`config.mk`:
```
export PLATFORM = sky130hd
export DESIGN_NAME = ff_share_arbiter
export DESIGN_NICKNAME = d
export VERILOG_FILES = /design/src/rtl/ff_share_arbiter.sv
export SDC_FILE = /design/constraint.sdc
export NUM_CORES = 1
export LEC_CHECK = 0
export BUFFER_PORTS_ARGS = -buffer_cell sky130_fd_sc_hd__buf_2
export CAP_MARGIN = 20
export CORE_UTILIZATION = 42
export DETAILED_ROUTE_END_ITERATION = 10
export PLACE_DENSITY_LB_ADDON = 0.05
export SLEW_MARGIN = 20
export SYNTH_ARGS = -nofsm -noshare
export SYNTH_HDL_FRONTEND = slang
export SYNTH_SLANG_ARGS = --single-unit
export TNS_END_PERCENT = 50
```
`constraint.sdc`:
```
create_clock -name Clock -period 1.5 [get_ports Clock]
set_clock_uncertainty 0.15 [all_clocks]
set_input_delay 0.15 -clock Clock [delete_from_list [all_inputs] [get_ports Clock]]
set_output_delay 0.15 -clock Clock [all_outputs]
set_load 0.01 [all_outputs]
```
`src/rtl/ff_share_arbiter.sv`:
```
// Round-robin arbiter granting NREQ requesters write access to one shared WIDTH-bit register.
// Define FFARB_LOCK_EN to add the lock input that lets the current owner commit back-to-back.
module ff_share_arbiter #(
  parameter int NREQ  = 4,
  parameter int WIDTH = 8
) (
  input  logic                    Clock,
  input  logic                    Resetn,
  input  logic [NREQ-1:0]         req,
  input  logic [NREQ*WIDTH-1:0]   wdata,
  input  logic                    Clear,
`ifdef FFARB_LOCK_EN
  input  logic                    lock,
`endif
  output logic [NREQ-1:0]         gnt,
  output logic                    ack,
  output logic [WIDTH-1:0]        Q,
  output logic [$clog2(NREQ)-1:0] owner,
  output logic                    busy
);

  localparam int IW = $clog2(NREQ);

  typedef enum logic [1:0] {IDLE, GRANT, COMMIT} state_t;

  state_t        state, state_next;
  logic [IW-1:0] ptr, gidx, pick_idx;
  logic          pick_found, held, lock_hold;

  assign held = req[gidx];

`ifdef FFARB_LOCK_EN
  assign lock_hold = lock & held;
`else
  assign lock_hold = 1'b0;
`endif

  // Search from ptr upward; walking offsets downward lets the nearest hit win.
  always_comb begin
    pick_found = 1'b0;
    pick_idx   = '0;
    for (int off = NREQ - 1; off >= 0; off--) begin
      if (req[(int'(ptr) + off) % NREQ]) begin
        pick_found = 1'b1;
        pick_idx   = IW'((int'(ptr) + off) % NREQ);
      end
    end
  end

  always_ff @(posedge Clock or negedge Resetn) begin
    if (!Resetn) state <= IDLE;
    else         state <= state_next;
  end

  always_comb begin
    state_next = state;
    case (state)
      IDLE:    if (!Clear && pick_found) state_next = GRANT;
      GRANT:   state_next = held ? COMMIT : IDLE;
      COMMIT:  state_next = lock_hold ? GRANT : IDLE;
      default: state_next = IDLE;
    endcase
  end

  always_comb begin
    ack  = (state == COMMIT);
    busy = (state != IDLE);
  end

  // Clear only acts in IDLE; the commit edge is the GRANT->COMMIT transition.
  always_ff @(posedge Clock or negedge Resetn) begin
    if (!Resetn) begin
      gnt   <= '0;
      gidx  <= '0;
      ptr   <= '0;
      Q     <= '0;
      owner <= '0;
    end else begin
      case (state)
        IDLE: begin
          if (Clear) begin
            Q <= '0;
          end else if (pick_found) begin
            gnt  <= NREQ'(1) << pick_idx;
            gidx <= pick_idx;
          end
        end
        GRANT: begin
          gnt <= '0;
          if (held) begin
            Q     <= wdata[int'(gidx)*WIDTH +: WIDTH];
            owner <= gidx;
          end
        end
        COMMIT: begin
          if (lock_hold) gnt <= NREQ'(1) << gidx;
          else           ptr <= (int'(gidx) == NREQ - 1) ? '0 : gidx + 1'b1;
        end
        default: ;
      endcase
    end
  end

endmodule

```
# == Word level (Yosys, flattened, before mapping) ==
# Cells that the tools add are included.
# word_totals
register_bits,20
in_bits,39
out_inout_bits,16
elab_cells,72
# classes
n_addsub,4
magnitude_cmp,5
n_eq_ne,8
n_shift,2
n_mux,31
bitwise_logic,4
n_reduce_logical,12
# op_table
op,count
32-bit by 6-bit variable part select with 8-bit output,1
8-bit two-way mux,2
8-bit case mux with 2 select lines,1
2-bit two-way mux,7
"3-bit by 4-bit less-than comparator with 1-bit output, second input constant",3
1-bit two-way mux,12
1-bit binary-select mux with 2-bit select,5
"2-bit inequality test, second input constant",5
3-bit AND reduction,3
4-bit two-way mux,2
4-bit case mux with 2 select lines,1
"2-bit by 3-bit less-than comparator with 1-bit output, second input constant",2
2-bit OR reduction,3
"2-bit by 1-bit adder with 2-bit output, second input constant",2
"2-bit adder, second input constant",2
"2-bit by 1-bit equality test with 1-bit output, second input constant",2
2-bit case mux with 2 select lines,1
2-bit nonzero test,2
"1-bit by 2-bit << shifter with 4-bit output, first input constant",1
"1-bit AND, first input constant",3
"2-bit equality test, second input constant",1
2-bit logical NOT,1
2-bit AND reduction,1
1-bit logical AND,1
other kinds (2),2

# == Logic depth before layout (Yosys ltp) ==
# depth
ltp_word,14
depth_mapped,6
depth_no_buf,4

# == Worst setup path after synthesis ==
# No wires, ideal clock.
# synth_timing
path_type,register to register
start,register gidx[1]
end,register Q[0]
setup_ps,79
t_arrival_ps,1260
required_ps,1271
setup_slack_ps,11
path_stages_with_launch,6
path_buffers,1
period_less_slack_ps,1489
path_cell_list,dfrtp_1 -> mux2_1 -> nand3b_2 -> and3_1 -> buf_6 -> mux2i_1
# synth_between
elab_chain_len,4
word_cells_on_any_way,7
cone_classes,eq/ne: 1; shift: 1; mux: 4; reduce/logical: 1
# synth_rtl
element,line_no,text
from (decl),27,"logic [IW-1:0] ptr, gidx, pick_idx;"
from (signal assigned),85,gidx <= pick_idx;
"parallel branches: the longest is 4 deep, another holds 32-bit by 6-bit variable part select with 8-bit output",n/a,
to (signal assigned),91,Q <= wdata[int'(gidx)*WIDTH +: WIDTH];
to (decl),17,"output logic [WIDTH-1:0] Q,"
# Several ways; the timed one is not identified. The select of a mux whose other input is x is not followed.
# A chain may end at the register's enable or synchronous reset.

# == Worst setup path in the final report ==
# layout_timing
start,register ptr[1]
end,register gidx[1]
# layout_between
elab_chain_len,9
word_cells_on_any_way,23
cone_classes,add/sub: 3; mux: 19; reduce/logical: 1
# layout_rtl
element,line_no,text
from (decl),27,
from (signal assigned),97,else ptr <= (int'(gidx) == NREQ - 1) ? '0 : gidx + 1'b1;
2-bit adder,"43, 45",
1-bit binary-select mux with 2-bit select,43,if (req[(int'(ptr) + off) % NREQ]) begin
1-bit two-way mux (not written as such) (2 in a row),43,
1-bit two-way mux (4 in a row),43,
3-bit AND reduction (no source line),n/a,
# Parallel ways exist; a longest one is shown, timed or not. The select of a mux whose other input is x is not followed.

==> reports/metrics.json <==
{
  "run_status": {
    "run_status": "complete, but fails checks",
    "violations_in_the_final_reports": "negative setup slack"
  },
  "floorplanning": {
    "die-width_um": 55.6,
    "starting_density": 0.441,
    "floorplan.rows": 19,
    "design.die.area_sq_mm": 0.00309,
    "design.core.area_sq_mm": 0.00273,
    "die_height_um": 55.6,
    "top_level_ports": 55
  },
  "grt": {
    "vias_in_the_first_global_route": 1059,
    "grt_max_degree": 21,
    "groute.layer.met2.usage": 0.344,
    "antenna_found_initial": 0,
    "grt_util_met3": 0.0302,
    "met1_usage": 0.251,
    "grt_pass1_wl_mm": 4.84,
    "gr-total-overflow": 0,
    "grt_usage": 0.197,
    "gr-max-usage-layer": "met2"
  },
  "worst_setup_path": {
    "crit_arrival_ps": 1600,
    "required_ps": 1540,
    "slowest_delay_ps": 460,
    "worst-path-buf-inv": 0,
    "crit_fanout": 6,
    "critical-path-top-delay-family": "flip-flops",
    "critical_path_s_slowest_cell": "dfrtp_1",
    "timing.setup.critical_path_class": "register to register",
    "worstPathCellList": "nand2b_4, nor2_1, o32a_1, mux2_2",
    "worstSetupEndpointType": "register",
    "start_kind": "register"
  },
  "power": {
    "vdd_ir_drop_max_uv": 1010,
    "power-per-cell-area_mw_per_mm2": 1590,
    "leakagePower_nw": 0.876
  },
  "synth": {
    "part_of_the_yosys_area_used_for_sequential_elements": 0.415,
    "synth.cell_area_sq_mm": 0.00121,
    "count_of_flip_flops_with_a_built_in_enable_after_synthesis": 0,
    "synth_seq_cells": 20,
    "leading_area_contributor_after_synthesis": "dfrtp_1",
    "post_synth_inst_count": 99,
    "postSynthNetCount": 139,
    "synth.top_cells.by_area": "dfrtp_1, mux4_1, mux2i_1",
    "synthDistinctLibCells": 27,
    "synthesis.yosys.warnings": 0,
    "dominantRegCellSynth": "dfrtp_1",
    "syn_avg_cell_area_sq_um": 12.2,
    "fraction_of_registers_with_async_set_reset": 1.00,
    "synthDominantCellAreaShare": 0.415
  },
  "timing": {
    "finalSetupViolCount": 11,
    "timing.final.crit_period_ps": 1560,
    "sum_neg_setup_slack_ps": -436,
    "timing.final.ws_setup_ps": -57.2,
    "slew_viol_final": 0,
    "tightestPinTransition_ps": 443,
    "rsz0062_at_grt": "true",
    "layout_worst_path_cycle_share": 1.04,
    "worst_slew_margin_rel": 0.705,
    "fmax_mhz": 642,
    "whs_ps": 163,
    "final-hold-violation-count": 0
  },
  "placement": {
    "place_inst": 188,
    "place.gp.congestion": 0.727,
    "place.port_buffers": 54,
    "half_perimeter_wire_length_after_placement_mm": 2.16
  },
  "clock_network": {
    "numClockSinks": 20,
    "cts_buffer_depth": 2,
    "tritoncts.num_buffers": 3,
    "maximum_level_of_the_cts_h_tree": 1,
    "cts_tree": "yes",
    "clk-insertion-delay-late_ps": 300,
    "path_clk_slew_ps": 110,
    "root_buffer": "clkbuf_4"
  },
  "route": {
    "num_vias": 998,
    "first_iter_violations": 21,
    "postRouteWirelength_mm": 2.80,
    "drt-vias-per-instance": 5.23,
    "route.detailed.drc": 0,
    "detailedRoute.firstPassIterationCount": 5,
    "postRouteAntennaNets": 0,
    "drt-wirelength-per-cell_um": 14.6
  },
  "final_layout": {
    "antenna_cells": 0,
    "syn2layout_area_growth_pct": 36.2,
    "nets": 202,
    "drive_gt1_frac": 0.519,
    "layout.cells.non_filler": 191
  },
  "min_path": {
    "holdCritPathClass": "input pin to register"
  },
  "flow_run": {
    "max-cap-violations": 0
  }
}
## layout make-up
type                            instances  area, sq um
Clock buffer                            3         22.5
Fill cell                             240         1090
Inverter                               10         37.5
Multi-Input combinational cell         64          681
Sequential cell                        20          503
Tap cell                               31         38.8
Timing Repair Buffer                   63          360
## what timing repair did
item,CTS,global route
setup endpoints to repair,11,17
pin swaps,1,1
cloned,0,0
hold buffers,1,0
resized for setup,6,9
buffers inserted,1,0
hold endpoints to repair,20,0
## per-stage QoR
stage,power (mW),utilization,instance area [sq um],setup slack (ps)
4_1_cts,2.57,0.590,1610,-76.1
6_report,2.61,0.601,1640,-57.2
2_1_floorplan,1.78,-,1210,11.0
5_1_grt,2.82,0.601,1640,-131
3_3_place_gp,2.25,0.572,1560,-42.6
3_5_place_dp,2.28,0.572,1560,-108
## cell usage in the layout, fill, tap and decap left out, types with 3 or more instances in the layout
master / instances
buf_2: 54
dfrtp_1: 18
nand2_1: 14
inv_1: 10
mux2i_1: 8
mux4_1: 7
nor2_1: 6
buf_4: 5
a32o_1: 4
mux2_2: 3
clkbuf_4: 3
## worst paths after layout
kind	start	to	slack, ps	depth (start not counted)
setup / recovery	ptr[1]	gidx[1]	-60	4
hold / removal	req[1]	owner[0]	160	4
setup reg to reg	ptr[1]	gidx[1]	-60	4
hold reg to reg	owner[0]	owner[0]	350	2
max in group asynchronous	Resetn	gidx[1]	700	2
min in group asynchronous	Resetn	Q[6]	170	2
## worst register-to-register path: stages (launching register included)
cell and delay, ps:
dfrtp_1 460, nand2b_4 180, nor2_1 50, o32a_1 330
mux2_2 280
## flip-flops by register name, indices dropped and copies added (netlist names)
signal  count
ptr         2
owner       2
gidx        2
gnt         4
Q           8
state       2
## where the power goes
group	switching (mW)	total, mW	internal, mW
Clock	0.164	0.258	0.0935
Combinational	0.633	1.47	0.834
Sequential	0.160	0.888	0.728
Total	0.957	2.61	1.66
## cell usage after synthesis (2+ instances only)
| master | n |
|---|---|
| buf_2 | 2 |
| dfrtp_1 | 20 |
| a21oi_1 | 2 |
| nor2_1 | 6 |
| mux2_1 | 3 |
| mux2i_1 | 8 |
| buf_6 | 3 |
| nand2b_1 | 2 |
| a32o_1 | 4 |
| inv_1 | 10 |
| mux2_2 | 4 |
| nand2_1 | 14 |
| mux4_1 | 7 |
## routing by layer
metal	wire, um	vias up
met5	0	-
met4	12	0
met3	129	2
met2	1420	29
met1	1230	482
li1	-	485
## cells by family after synthesis
family                     after synthesis  synth area share
and+or+nand+nor                         28             0.119
DFF                                     20             0.415
AOI/OAI and AO/OA                       12            0.0851
muxes                                   23             0.303
adders and majority gates                1            0.0104
buffers and inverters                   15            0.0674
(Power assumes the default switching activity.)
